**src/rtl/bcd_divider_seq_pkg.sv**
```systemverilog
// Shared types and helpers for the BCD arithmetic blocks: nibble type,
// largest BCD digit, divider FSM states and a digit-validity check.
package bcd_pkg;

    typedef logic [3:0] nibble_t;

    localparam nibble_t BCD_MAX = 4'd9;

    typedef enum logic [1:0] {
        IDLE  = 2'd0,
        SHIFT = 2'd1,
        SUB   = 2'd2,
        DONE  = 2'd3
    } state_t;

    function automatic logic bcd_digit_valid(input nibble_t d);
        return (d <= BCD_MAX);
    endfunction

endpackage

```
**src/rtl/bcd_divider_seq_if.sv**
```systemverilog
// Request/result bundle of the sequential BCD divider; DIGITS must match the
// divider instance it is connected to.
interface bcd_divider_seq_if #(parameter int DIGITS = 4);

    logic                  start;
    logic [4*DIGITS-1:0]   dividend;
    logic [4*DIGITS-1:0]   divisor;
    logic [4*DIGITS-1:0]   quotient;
    logic [4*DIGITS-1:0]   remainder;
    logic                  busy;
    logic                  done;
    logic                  div_zero;
    logic                  bcd_err;

    modport master (
        output start, dividend, divisor,
        input  quotient, remainder, busy, done, div_zero, bcd_err
    );

    modport slave (
        input  start, dividend, divisor,
        output quotient, remainder, busy, done, div_zero, bcd_err
    );

endinterface

```
**src/rtl/bcd_divider_seq_sub.sv**
```systemverilog
// Ripple-borrow packed-BCD subtractor a - b. The borrow-out doubles as the
// a < b comparison used by the divider.
import bcd_pkg::*;

module bcd_sub_ndigit #(
    parameter int DIGITS = 5
) (
    input  logic [4*DIGITS-1:0] a,
    input  logic [4*DIGITS-1:0] b,
    output logic [4*DIGITS-1:0] diff,
    output logic                borrow
);

    logic [DIGITS:0] bc;

    assign bc[0] = 1'b0;

    for (genvar gi = 0; gi < DIGITS; gi++) begin : g_digit
        logic [4:0] raw;
        nibble_t    low;

        // 5-bit difference; bit 4 set means this digit went negative
        assign raw = {1'b0, a[gi*4 +: 4]} - {1'b0, b[gi*4 +: 4]} - {4'b0000, bc[gi]};
        assign low = raw[3:0];
        assign diff[gi*4 +: 4] = raw[4] ? nibble_t'(low + 4'd10) : low;
        assign bc[gi+1]        = raw[4];
    end

    assign borrow = bc[DIGITS];

endmodule

```
**src/rtl/bcd_divider_seq.sv**
```systemverilog
// Digit-serial restoring BCD divider with divide-by-zero detection and a
// busy/done handshake. Define BCD_DIV_DIGIT_CHECK_EN to reject non-BCD operands.
import bcd_pkg::*;

module bcd_divider_seq #(
    parameter int DIGITS = 4
) (
    input  logic             clk,
    input  logic             rst,
    bcd_divider_seq_if.slave bus
);

    localparam int W  = 4 * DIGITS;
    localparam int PW = 4 * (DIGITS + 1);
    localparam int IW = (DIGITS > 1) ? $clog2(DIGITS) : 1;

    state_t          state_reg, state_next;
    logic [W-1:0]    dividend_reg, dividend_next;
    logic [W-1:0]    divisor_reg, divisor_next;
    logic [PW-1:0]   pr_reg, pr_next;
    logic [W-1:0]    qwork_reg, qwork_next;
    nibble_t         qd_reg, qd_next;
    logic [IW-1:0]   idx_reg, idx_next;
    logic            zero_reg, zero_next;
    logic [W-1:0]    quotient_reg, quotient_next;
    logic [W-1:0]    remainder_reg, remainder_next;
    logic            div_zero_reg, div_zero_next;
    logic            bcd_err_reg, bcd_err_next;
    logic            done_reg, done_next;

    logic [PW-1:0]   sub_diff;
    logic            sub_borrow;
    logic [W-1:0]    qword;

`ifdef BCD_DIV_DIGIT_CHECK_EN
    logic            bad_reg, bad_next;
    logic [DIGITS-1:0] digit_ok;

    for (genvar gi = 0; gi < DIGITS; gi++) begin : g_check
        assign digit_ok[gi] = bcd_digit_valid(bus.dividend[gi*4 +: 4]) &
                              bcd_digit_valid(bus.divisor[gi*4 +: 4]);
    end
`endif

    bcd_sub_ndigit #(.DIGITS(DIGITS + 1)) u_sub (
        .a      (pr_reg),
        .b      ({4'h0, divisor_reg}),
        .diff   (sub_diff),
        .borrow (sub_borrow)
    );

    always_ff @(posedge clk or posedge rst) begin
        if (rst) begin
            state_reg     <= IDLE;
            dividend_reg  <= '0;
            divisor_reg   <= '0;
            pr_reg        <= '0;
            qwork_reg     <= '0;
            qd_reg        <= '0;
            idx_reg       <= '0;
            zero_reg      <= 1'b0;
            quotient_reg  <= '0;
            remainder_reg <= '0;
            div_zero_reg  <= 1'b0;
            bcd_err_reg   <= 1'b0;
            done_reg      <= 1'b0;
`ifdef BCD_DIV_DIGIT_CHECK_EN
            bad_reg       <= 1'b0;
`endif
        end else begin
            state_reg     <= state_next;
            dividend_reg  <= dividend_next;
            divisor_reg   <= divisor_next;
            pr_reg        <= pr_next;
            qwork_reg     <= qwork_next;
            qd_reg        <= qd_next;
            idx_reg       <= idx_next;
            zero_reg      <= zero_next;
            quotient_reg  <= quotient_next;
            remainder_reg <= remainder_next;
            div_zero_reg  <= div_zero_next;
            bcd_err_reg   <= bcd_err_next;
            done_reg      <= done_next;
`ifdef BCD_DIV_DIGIT_CHECK_EN
            bad_reg       <= bad_next;
`endif
        end
    end

    always_comb begin
        state_next     = state_reg;
        dividend_next  = dividend_reg;
        divisor_next   = divisor_reg;
        pr_next        = pr_reg;
        qwork_next     = qwork_reg;
        qd_next        = qd_reg;
        idx_next       = idx_reg;
        zero_next      = zero_reg;
        quotient_next  = quotient_reg;
        remainder_next = remainder_reg;
        div_zero_next  = div_zero_reg;
        bcd_err_next   = bcd_err_reg;
        done_next      = 1'b0;
        qword          = qwork_reg;
`ifdef BCD_DIV_DIGIT_CHECK_EN
        bad_next       = bad_reg;
`endif

        case (state_reg)
            IDLE: begin
                if (bus.start) begin
                    dividend_next = bus.dividend;
                    divisor_next  = bus.divisor;
                    pr_next       = '0;
                    qwork_next    = '0;
                    qd_next       = '0;
                    idx_next      = IW'(DIGITS - 1);
                    zero_next     = (bus.divisor == '0);
`ifdef BCD_DIV_DIGIT_CHECK_EN
                    bad_next      = ~(&digit_ok);
`endif
                    state_next    = SHIFT;
                end
            end

            SHIFT: begin
                // Early exits are decided on the captured operands so the
                // result registers load exactly as they do for a normal finish.
`ifdef BCD_DIV_DIGIT_CHECK_EN
                if (bad_reg) begin
                    quotient_next  = '0;
                    remainder_next = '0;
                    div_zero_next  = 1'b0;
                    bcd_err_next   = 1'b1;
                    done_next      = 1'b1;
                    state_next     = DONE;
                end else
`endif
                if (zero_reg) begin
                    quotient_next  = {DIGITS{BCD_MAX}};
                    remainder_next = dividend_reg;
                    div_zero_next  = 1'b1;
                    bcd_err_next   = 1'b0;
                    done_next      = 1'b1;
                    state_next     = DONE;
                end else begin
                    pr_next    = {pr_reg[W-1:0], dividend_reg[idx_reg*4 +: 4]};
                    qd_next    = '0;
                    state_next = SUB;
                end
            end

            SUB: begin
                // qd saturating at 9 bounds the loop even for non-BCD operands
                if (!sub_borrow && (qd_reg != BCD_MAX)) begin
                    pr_next = sub_diff;
                    qd_next = qd_reg + 4'd1;
                end else begin
                    qword[idx_reg*4 +: 4] = qd_reg;
                    qwork_next = qword;
                    if (idx_reg == '0) begin
                        quotient_next  = qword;
                        remainder_next = pr_reg[W-1:0];
                        div_zero_next  = 1'b0;
                        bcd_err_next   = 1'b0;
                        done_next      = 1'b1;
                        state_next     = DONE;
                    end else begin
                        idx_next   = idx_reg - IW'(1);
                        state_next = SHIFT;
                    end
                end
            end

            DONE: begin
                state_next = IDLE;
            end

            default: begin
                state_next = IDLE;
            end
        endcase
    end

    assign bus.quotient  = quotient_reg;
    assign bus.remainder = remainder_reg;
    assign bus.busy      = (state_reg != IDLE);
    assign bus.done      = done_reg;
    assign bus.div_zero  = div_zero_reg;
`ifdef BCD_DIV_DIGIT_CHECK_EN
    assign bus.bcd_err   = bcd_err_reg;
`else
    assign bus.bcd_err   = 1'b0;
`endif

endmodule

```
**src/flat_wrapper.sv**
```systemverilog
// flat-port wrapper written by rule: the top's interface ports become plain ports
module bcd_divider_seq_flat 
#(
    parameter int DIGITS = 4
)
  (clk, rst, bus_start, bus_dividend, bus_divisor, bus_quotient, bus_remainder, bus_busy, bus_done, bus_div_zero, bus_bcd_err);
  bcd_divider_seq_if #(.DIGITS(DIGITS)) bus_i ();
  input  logic clk;
  input  logic rst;
  input wire logic [$bits(bus_i.start)-1:0] bus_start;
  input wire logic [$bits(bus_i.dividend)-1:0] bus_dividend;
  input wire logic [$bits(bus_i.divisor)-1:0] bus_divisor;
  output wire logic [$bits(bus_i.quotient)-1:0] bus_quotient;
  output wire logic [$bits(bus_i.remainder)-1:0] bus_remainder;
  output wire logic [$bits(bus_i.busy)-1:0] bus_busy;
  output wire logic [$bits(bus_i.done)-1:0] bus_done;
  output wire logic [$bits(bus_i.div_zero)-1:0] bus_div_zero;
  output wire logic [$bits(bus_i.bcd_err)-1:0] bus_bcd_err;
  assign bus_i.start = bus_start;
  assign bus_i.dividend = bus_dividend;
  assign bus_i.divisor = bus_divisor;
  assign bus_quotient = bus_i.quotient;
  assign bus_remainder = bus_i.remainder;
  assign bus_busy = bus_i.busy;
  assign bus_done = bus_i.done;
  assign bus_div_zero = bus_i.div_zero;
  assign bus_bcd_err = bus_i.bcd_err;
  bcd_divider_seq #(.DIGITS(DIGITS)) u_core (.clk(clk), .rst(rst), .bus(bus_i));
endmodule
```
**config.mk**
```make
export PLATFORM = sky130hd
export DESIGN_NAME = bcd_divider_seq_flat
export DESIGN_NICKNAME = d
export VERILOG_FILES = /design/src/rtl/bcd_divider_seq_pkg.sv /design/src/rtl/bcd_divider_seq_if.sv /design/src/rtl/bcd_divider_seq_sub.sv /design/src/rtl/bcd_divider_seq.sv /design/src/flat_wrapper.sv
export SDC_FILE = /design/constraint.sdc
export NUM_CORES = 1
export LEC_CHECK = 0
export ABC_AREA = 1
export ABC_CLOCK_PERIOD_IN_PS = 13300
export CORE_ASPECT_RATIO = 1.75
export CORE_MARGIN = 5
export CORE_UTILIZATION = 30
export DETAILED_ROUTE_END_ITERATION = 10
export GPL_TIMING_DRIVEN = 0
export PLACE_DENSITY = 0.48
export SYNTH_ARGS = -nofsm -noshare
export SYNTH_HDL_FRONTEND = slang
export SYNTH_HIERARCHICAL = 1
export SYNTH_SLANG_ARGS = --single-unit
```
**constraint.sdc**
```tcl
create_clock -name clk -period 13.3 [get_ports clk]
set_input_delay 2.66 -clock clk [delete_from_list [all_inputs] [get_ports clk]]
set_output_delay 2.66 -clock clk [all_outputs]
set_load 0.02 [all_outputs]
```
# ---- Word-level counts from Yosys, hierarchy flattened
# Cells that the tools add are included.
dict set report op_classes {
  reduce_logical 15
  addsub 16
  eq_ne 11
  n_mux 42
  n_shift 3
}
# operator count
set ops {}
lappend ops {{two-way mux 16 bit} 8}
lappend ops {{case mux 16 bit (2 select lines)} 3}
lappend ops {{two-way mux 20 bit} 3}
lappend ops {{case mux 20 bit (3 select lines)} 1}
lappend ops {{negation 4 -> 34 bit} 1}
lappend ops {{variable shift 4 x 34 -> 16 bit (first input constant)} 1}
lappend ops {{variable part select 4 x 34 -> 16 bit} 1}
lappend ops {{two-way mux 4 bit} 8}
lappend ops {{adder 4 bit (second input constant)} 5}
lappend ops {{subtractor 4 x 4 -> 5 bit} 4}
lappend ops {{bitwise mux 16 bit} 1}
lappend ops {{logical NOT 16 bit} 1}
lappend ops {{variable part select 16 x 5 -> 4 bit} 1}
lappend ops {{subtractor 5 x 1 -> 5 bit} 3}
lappend ops {{two-way mux 2 bit} 6}
lappend ops {{case mux 4 bit (3 select lines)} 1}
lappend ops {{AND reduction 4 bit} 3}
lappend ops {{inequality test 2 bit (second input constant)} 4}
lappend ops {{case mux 2 bit (4 select lines)} 1}
lappend ops {{two-way mux 1 bit} 7}
lappend ops {{inequality test 2 x 1 -> 1 bit (second input constant)} 3}
lappend ops {{nonzero test 2 bit} 3}
lappend ops {{subtractor 4 x 1 -> 5 bit} 1}
lappend ops {{adder 4 x 1 -> 4 bit (second input constant)} 1}
lappend ops {{other kinds (12)} 16}
dict set report word_totals {
  output_inout_bits 36
  register_bits 111
}

# ---- Logic depth before layout (Yosys ltp)
# Gate-level depths: netlist (run 1).
dict set report logic_depth {
  word_depth 9
  mapped_depth 55
}

# ---- Cells and area by module
# The synthesis (run 1) kept the hierarchy.
# module cells_each instances area_per_inst_um2
set modules_own_cells {}
lappend modules_own_cells {bcd_divider_seq 697 1 5522.8}
lappend modules_own_cells {bcd_sub_ndigit 237 1 1488.9}

# ---- Worst setup path after synthesis (run 1)
# OpenSTA, ideal clock, no wires.
dict set report synth_path {
  path_type {register to register}
  startpoint {register u_core.pr_reg[0]}
  endpoint {register u_core.remainder_reg[0], in the netlist u_core/bus.remainder[0]}
  path_stages_with_launch 54
  required_time_ns 13.177
  path_slack_ns 6.284
  t_arrival_ns 6.893
  n_path_buf 2
  setup_ns 0.123
  cell_sequence {dfrtp_1 > inv_1 > ha_1 > inv_1 > fa_1 > nand3_1 > nand2_1 > fa_1 > inv_1 > ha_1 > nor2_1 > fa_1 > nand2_1 > nand2_2 > nand2_2 > nand2_4 > nand2_4 > inv_2 > [18 not listed] > fa_1 > inv_1 > ha_1 > inv_1 > nand2_1 > fa_1 > inv_1 > nand2_2 > nand2_2 > nand3_1 > nand2_2 > inv_1 > nand3_4 > nand3_2 > buf_6 > buf_6 > nand2_1 > o21ai_2}
}
dict set report synth_via {
  elab_chain_cells 9
}
# item line
set synth_rtl {}
lappend synth_rtl {{from (decl)} bcd_divider_seq.sv:20} ;# logic [PW-1:0] pr_reg, pr_next;
lappend synth_rtl {{from (signal assigned)} bcd_divider_seq.sv:74} ;# pr_reg <= pr_next;
lappend synth_rtl {{subtractor 4 x 4 -> 5 bit} bcd_divider_seq_sub.sv:23} ;# assign raw = {1'b0, a[gi*4 +: 4]} - {1'b0, b[gi*4 +: 4]} - {4'b0000, bc[gi]};
lappend synth_rtl {{subtractor 5 x 1 -> 5 bit (3 in a row)} bcd_divider_seq_sub.sv:23}
lappend synth_rtl {{subtractor 4 x 1 -> 5 bit} bcd_divider_seq_sub.sv:23}
lappend synth_rtl {{named net u_core.sub_borrow} bcd_divider_seq.sv:32} ;# logic sub_borrow;
lappend synth_rtl {{logical NOT 1 bit} bcd_divider_seq.sv:155} ;# if (!sub_borrow && (qd_reg != BCD_MAX)) begin
lappend synth_rtl {{logical AND 1 bit} bcd_divider_seq.sv:155}
lappend synth_rtl {{inequality test 2 bit (no line)} --}
lappend synth_rtl {{AND reduction 4 bit (no line)} --}
lappend synth_rtl {{to (signal assigned)} bcd_divider_seq.sv:80} ;# remainder_reg <= remainder_next;
lappend synth_rtl {{to (decl)} bcd_divider_seq.sv:26} ;# logic [W-1:0] remainder_reg, remainder_next;
# The timed path passes the listed nets, and every way through them passes these cells. The select of a mux whose other input is x is not followed.
# A chain may end at the register's enable or synchronous reset.

# ---- Worst setup path in the final report (run 1)
dict set report layout_path {
  startpoint {register u_core.pr_reg[0]}
  endpoint {register u_core.remainder_reg[9], in the netlist u_core/bus.remainder[9]}
}
# Same word-level chain as after synthesis.

==> results.md, run 1 <==
* Result of the run: completed
* Worst hold margin at 0.4834 ns
* CTS sink cnt at 111
* Syn Area/Cell at 7.507 sq um
* P per Cell Area at 280.4 nW/um^2
* Post-route ant nets at 0
* Slew at the pin closest to its max-slew limit at 0.6304 ns
* DR vias/cell at 4.492
* Reg2reg start: u_core/pr_reg[0]$_DFFE_PP0P_
* Unique masters post-synth at 34
* Leakage at 0.004407 uW
* Fin area at 8426 sq um
* Peak Freq at 128.7 MHz
* Gp weighted congestion at 0.8123
* CP max-delay cell: fa_1
* Fin Setup TNS at 0 ns
* Yosys reg bits at 111
* P&R area growth vs syn at 20.16%
* N_diodes at 0
* Largest register FFs at 20
* Syn. warnings at 6
* Core region area at 23240 sq um
* Final period demand of the worst path at 7.773 ns
* Multi-input gate area at 3562 sq um
* Critical Path Max Stage Delay at 0.51 ns
* Hold Crit Depth at 2
* DR DRC count at 0
* Max cap viols at 0
* Peak VDD IR at 84.52 uV
* Top cell by count, worst path: nand2_2
* Fin crit share at 58.44%
* CP startpoint kind: register
* GRT Resource Usage Total at 15.21%
* H-tree Lvls at 3
* Post-synth ARST share at 100.0%
* Cts repair resizes at 0
* Crit Path Max Fanout at 10
* Deepest clock path buffer count at 2
* R2R depth at 51
* Fraction of layout cells with a size suffix above 1 at 8.105%
* Sequential share of the synthesized area at 39.61%
* Starting Density at 30.17%
* Final Net Count at 1108
* GRT overflow at 0
* Clk_lat worst skew at 0.36 ns
* Number of buffers inserted during clock tree synthesis at 9
* Fillers at 2502
* Worst EP arrival at 8.06 ns
* WL/cell at 14.74 microns
* Slew headroom at 57.97%
* Root buf cell: clkbuf_16
* Count leader, synth: nand2_1
* Top_reg_cell synth: dfrtp_1
* Hold endpoint: u_core/bus.quotient[1]$_DFFE_PP0P_
* Placement Cell Area at 8130 sq um
* FF-to-FF End: u_core/bus.remainder[9]$_DFFE_PP0P_
* Synth area leader: dfrtp_1
* Top-area cell type share of the netlist area at 39.61%
* Final wirelength at 19570 microns
* Final hold violation count at 0
* Synth Cell Area at 7012 sq um
* Clk_skew at 0.009677 ns
* DPL Wire Length at 15510 microns
* R2R Setup Slk at 5.53 ns
* Number of flops mapped to enable cells by yosys at 0
* IO Count at 71
* Die height at 212.2 microns
* Worst Hold Class: reg -> reg
* Pin count of the biggest net entering global routing at 67
* FF+latch area at 2778 sq um
* Area contributors post-synth: dfrtp_1 (40%), nand2_1 (20%), ha_1 (8.0%)
* Slew Viols, Final at 0
* Worst endpoint required time at 13.58 ns
* CTS tree: yes
* RSZ-0062 raised after global routing: no
* Clock transition at the registers of the reported paths at 0.08 ns
* Min-Delay Startpoint: u_core/bus.quotient[1]$_DFFE_PP0P_
* Row Count at 74
* Final setup viols at 0
* Cells after Synth at 934
* Initial drt markers at 351
* First-pass GRT wire length at 31680 microns
* CP Capture Type: register
* Antenna violations before repair at 0
* Worst setup path class: reg -> reg
* Post-CTS Setup Inserts at 0
* Total die area at 26650 sq um
* Vias in the first global route at 6115
* Hold buffers post-CTS at 0
* Drt pass-1 iters at 6
* Vias post-DR at 5965
* Width of the chip at 125.6 microns
* IO buf count at 69
* Synth top cells by count: nand2_1 (370), inv_1 (124), dfrtp_1 (111)
layout make-up:
| cell class | instances | share of cell area, % |
|---|---|---|
| multi-input combinational | 668 | 42.28 |
| sequential | 111 | 32.97 |
| timing repair buffer | 70 | 8.524 |
| inverter | 128 | 5.792 |
| tap | 304 | 4.514 |
| clock buffer | 10 | 2.718 |
| buffer | 31 | 2.421 |
| clock inverter | 6 | 0.7871 |
worst max-delay path: cells and delay by family (launching register included):
family	cells	cell delay, ns
compound gates	1	0.23
fa+ha+maj	12	3.74
buf+inv	13	1.10
flops	1	0.40
simple gates	25	2.18
kinds of logic after synthesis:
kind of cell | after synthesis | synth area share (%)
AO/OA/AOI/OAI | 88 | 7.298
XOR/XNOR | 9 | 1.124
adder cells (fa/ha/maj) | 54 | 10.60
buffers and inverters | 159 | 9.797
flip-flops | 111 | 39.61
multiplexers | 9 | 1.285
other | 1 | 0.05348
AND/OR/NAND/NOR | 503 | 30.23
worst max-delay path by stage:
| stage | startpoint | endpoint | slack (ns) |
|---|---|---|---|
| 6_report | u_core/pr_reg[0]$_DFFE_PP0P_ | u_core/bus.remainder[9]$_DFFE_PP0P_ | 5.53 |
| 5_1_grt | u_core/pr_reg[0]$_DFFE_PP0P_ | u_core/bus.remainder[10]$_DFFE_PP0P_ | 4.84 |
| 4_1_cts | u_core/pr_reg[0]$_DFFE_PP0P_ | u_core/bus.remainder[9]$_DFFE_PP0P_ | 5.43 |
| 3_5_place_dp | u_core/pr_reg[0]$_DFFE_PP0P_ | u_core/bus.remainder[9]$_DFFE_PP0P_ | 5.46 |
| 3_3_place_gp | u_core/pr_reg[0]$_DFFE_PP0P_ | u_core/bus.remainder[10]$_DFFE_PP0P_ | 5.55 |
| 2_1_floorplan | u_core/pr_reg[0]$_DFFE_PP0P_ | u_core/bus.remainder[0]$_DFFE_PP0P_ | 6.28 |
cells in the final DEF (no fill, tap or decap), types with 2 or more instances in the layout:
cell type / netlist / final
a21oi_1: 7 / 7
a22o_1: 9 / 9
dfrtp_1: 111 / 111
nand3_1: 63 / 63
buf_4: 4 / 4
clkbuf_1: 8 / 9
o21ai_0: 61 / 61
nand4_1: 4 / 4
fa_1: 9 / 9
conb_1: 1 / 5
buf_2: 10 / 10
nand2_4: 3 / 3
mux2i_1: 9 / 9
nor2_1: 29 / 29
inv_6: 0 / 3
inv_2: 2 / 2
ha_1: 45 / 45
nand2_2: 18 / 18
buf_6: 8 / 8
nand3b_1: 6 / 6
nor2_2: 4 / 4
o21ai_2: 9 / 9
nand3_2: 3 / 3
clkbuf_16: 0 / 9
clkdlybuf4s50_1: 0 / 69
xnor2_1: 2 / 2
nand2_1: 370 / 370
clkinv_2: 0 / 2
inv_1: 124 / 123
xor2_1: 7 / 7
through the flow:
stage	util, %	instances	worst slack (ns)	total power, uW
floorplan	-	938	6.284	1661
global placement	34.84	1311	5.549	2088
detailed placement	34.98	1312	5.457	2109
CTS	36.25	1328	5.433	2404
global route	36.25	1328	4.839	2635
finish	36.25	1328	5.527	2362
where the power goes:
group,switching [uW],internal (uW)
Sequential,107,449
Clock,136,148
Combinational,940,582
metal layers:
metal  part of all wire, %  global-route usage [%]  vias to the layer above
met5                     0                       0                        -
met3                   3.0                   2.086                       39
met4                   3.6                   7.111                        0
met1                    38                   15.99                     2752
li1                      -                       -                     3060
met2                    55                   29.46                      114
Power figures use the tool's default switching activity.
==> run 2: changes to the inputs <==
--- a/config.mk
+++ b/config.mk
@@ -6,13 +6,13 @@
 export NUM_CORES = 1
 export LEC_CHECK = 0
 export ABC_AREA = 1
-export ABC_CLOCK_PERIOD_IN_PS = 13300
+export ABC_CLOCK_PERIOD_IN_PS = 7150
 export CORE_ASPECT_RATIO = 1.75
 export CORE_MARGIN = 5
 export CORE_UTILIZATION = 30
 export DETAILED_ROUTE_END_ITERATION = 10
 export GPL_TIMING_DRIVEN = 0
-export PLACE_DENSITY = 0.48
+export PLACE_DENSITY = 0.49
 export SYNTH_ARGS = -nofsm -noshare
 export SYNTH_HDL_FRONTEND = slang
 export SYNTH_HIERARCHICAL = 1
==> constraint.sdc (replaced) <==
create_clock -name clk -period 7.15 [get_ports clk]
set_input_delay 1.43 -clock clk [delete_from_list [all_inputs] [get_ports clk]]
set_output_delay 1.43 -clock clk [all_outputs]
set_load 0.02 [all_outputs]
==> run 2 against run 1 <==
  * The flow now finishes with violations (negative setup slack)
  * Non-clock buffer count grew 70
  * Highest routed layer unchanged
  * Die area did not move
  * Sequential cell count is the same
  * Fmax rose by 8.7%
  * Worst hold slack worse by 0.0029 ns
  * Total power rose by 140%
  * Core utilization increased by 4.8 points
  * Sequential share of layout area decreased by 3.9 points
  * Final cell count increased by 5.3%
  * Largest power group unchanged
  * Critical path depth rose by 2
  * Final area increased by 13%
==> results.md, run 2 (synthesis gave the netlist of run 1 again) <==
* Most frequent cells in the layout: nand2_1 (323), inv_1 (113), dfrtp_1 (111)
* IO buf count at 69 (unchanged)
* CP startpoint kind: register
* Clock transition at the registers of the reported paths at 0.08 ns (about the same)
* Worst setup path class: reg -> reg
* Fraction of layout cells with a size suffix above 1 at 21.85% (+14 points)
* RSZ-0062 raised after global routing: yes
* P&R area growth vs syn at 36.06%
* Placed cell count at 1312 (unchanged)
* Final setup viols at 1 (+1)
* Vias post-DR at 6342 (+6.3%)
* Antenna violations before repair at 0 (unchanged)
* H-tree Lvls at 3 (unchanged)
* CTS sink cnt at 111 (unchanged)
* Reg2reg start: u_core/pr_reg[0]$_DFFE_PP0P_
* Core region area at 23240 sq um (unchanged)
* Top cell by count, worst path: buf_4
* GRT Resource Usage Total at 15.89% (+0.68 points)
* Pin count of the biggest net entering global routing at 81 (+21%)
* Final period demand of the worst path at 7.151 ns (-0.6221 ns)
* Min-Delay Startpoint: u_core/pr_reg[16]$_DFFE_PP0P_
* Vias in the first global route at 6458 (+5.6%)
* Placement Setup Slack at -0.6607 ns (-6.118 ns)
* Peak Freq at 139.8 MHz (+8.7%)
* N_diodes at 0 (unchanged)
* Fin cells at 1398 (+5.3%)
* Worst Hold Class: reg -> reg
* FF-to-FF End: u_core/pr_reg[10]$_DFFE_PP0P_
* CP max-delay cell: fa_1
* R2R Setup Slk at -0.0005 ns (-5.53 ns)
* Slew headroom at 58.83% (+0.86 points)
* Critical Path Max Stage Delay at 0.46 ns (-0.05 ns)
* Initial drt markers at 279 (-21%)
* DPL Wire Length at 15480 microns (-0.20%)
* Max cap viols at 0 (unchanged)
* Fin area at 9540 sq um (+13%)
* Largest register FFs at 20 (unchanged)
* Clk_lat worst skew at 0.37 ns (about the same)
* Final Net Count at 1178 (+6.3%)
* Failing checks: negative setup slack
* Post-route ant nets at 0 (unchanged)
* Starting Density at 30.17% (unchanged)
* Clk_skew at 0.01016 ns (+0.0004874 ns)
* Leakage at 0.004909 uW (+11%)
* Die height at 212.2 microns (unchanged)
* Gp weighted congestion at 0.8201 (+0.96%)
* Worst EP arrival at 7.41 ns (-0.65 ns)
* DR DRC count at 0 (unchanged)
* WL/cell at 15.13 microns (+2.7%)
* Peak VDD IR at 226.0 uV (+170%)
* Final hold violation count at 0 (unchanged)
* CP Capture Type: register
* Final wirelength at 21160 microns (+8.1%)
* Worst endpoint required time at 7.41 ns (-6.17 ns)
* Fin crit share at 100.0% (+42 points)
* Drt pass-1 iters at 4 (-2)
* Deepest clock path buffer count at 2 (unchanged)
* IO Count at 71 (unchanged)
* Worst hold margin at 0.4804 ns (-0.002947 ns)
* Root buf cell: clkbuf_16
* Crit Path Max Fanout at 2 (-8)
* Total die area at 26650 sq um (unchanged)
* DR vias/cell at 4.536 (+1.0%)
* Commonest non-fill, non-tap cell in the layout: nand2_1
* CTS tree: yes
* Slew Viols, Final at 0 (unchanged)
* Slew at the pin closest to its max-slew limit at 0.6175 ns (-0.01286 ns)
* Final total power at 5620 uW (+140%)
* GRT overflow at 0 (unchanged)
* Hold buffers post-CTS at 0 (unchanged)
* Final WS setup at -0.0005445 ns (-5.528 ns)
* Hold endpoint: u_core/pr_reg[16]$_DFFE_PP0P_
* Row Count at 74 (unchanged)
* CP startpoint: u_core/pr_reg[0]$_DFFE_PP0P_
* Result of the run: finished with violations
* Width of the chip at 125.6 microns (unchanged)
* First-pass GRT wire length at 33000 microns (+4.1%)
* Hold Crit Depth at 2 (unchanged)
* R2R depth at 53 (+3.9%)
* Fillers at 2393 (-4.4%)
* Placement Cell Area at 8130 sq um (unchanged)
* Number of buffers inserted during clock tree synthesis at 9 (unchanged)
* P per Cell Area at 589.1 nW/um^2 (+110%)
[run 2: cell types whose count changed in the layout (fill, tap and decap cells not counted), sizes merged]
cell and change:
buf +68, clkbuf +2, clkinv -1, clkinvlp +1
[run 2: power breakdown]
group          internal, uW  switching [uW]
Clock                   285             257
Combinational          1850            2170
Sequential              834             221
Total                  2970            2650
[run 2: worst max-delay path: cells and delay by family, from the launching register on]
| family | cells | cell delay [ns] |
|---|---|---|
| buf+inv | 31 | 3.40 |
| fa+ha+maj | 8 | 2.24 |
| simple gates | 13 | 0.81 |
| flops | 1 | 0.38 |
| compound gates | 1 | 0.19 |
[run 2: area by class of cell]
type / instances / area (sq um) / share of cell area, %
Tap cell: 304 / 380.4 / 3.987
Sequential cell: 111 / 2778 / 29.11
Multi-Input combinational cell: 668 / 3951 / 41.42
Buffer: 31 / 266.5 / 2.793
Timing Repair Buffer: 140 / 1363 / 14.28
Clock buffer: 10 / 239.0 / 2.505
Clock inverter: 6 / 67.56 / 0.7082
Inverter: 128 / 495.5 / 5.193
[run 2: how the worst max path moves through the flow]
stage	slack, ns	endpoint
floorplan	0.13	u_core/bus.remainder[0]$_DFFE_PP0P_
global placement	-0.55	u_core/bus.remainder[10]$_DFFE_PP0P_
global route	-0.36	u_core/pr_reg[19]$_DFFE_PP0P_
detailed placement	-0.66	u_core/bus.remainder[7]$_DFFE_PP0P_
CTS	-0.009	u_core/bus.remainder[2]$_DFFE_PP0P_
finish	-0.0005	u_core/pr_reg[10]$_DFFE_PP0P_
[run 2: what timing repair did]
| action | in CTS | in global routing |
|---|---|---|
| hold endpoints to repair | 0 | 0 |
| cloned | 2 | 5 |
| pin swaps | 9 | 29 |
| setup buffers | 49 | 14 |
| setup endpoints to repair | 78 | 78 |
| resized for setup | 47 | 127 |
[run 2: metal layers]
layer	wire [microns]	share of wire (%)	vias to the layer above	global-route usage, %
met5	0	0	-	0
met4	711	3.4	0	6.475
met3	571	2.7	38	2.162
met2	12270	58	117	31.96
met1	7608	36	2976	16.11
li1	-	-	3211	-
[run 2: through the flow]
step                util [%]     TNS, ns
global route           41.05      -20.78
floorplan                  -           0
global placement       34.84      -35.69
CTS                    38.73    -0.04022
finish                 41.05  -0.0005445
detailed placement     34.98      -41.13
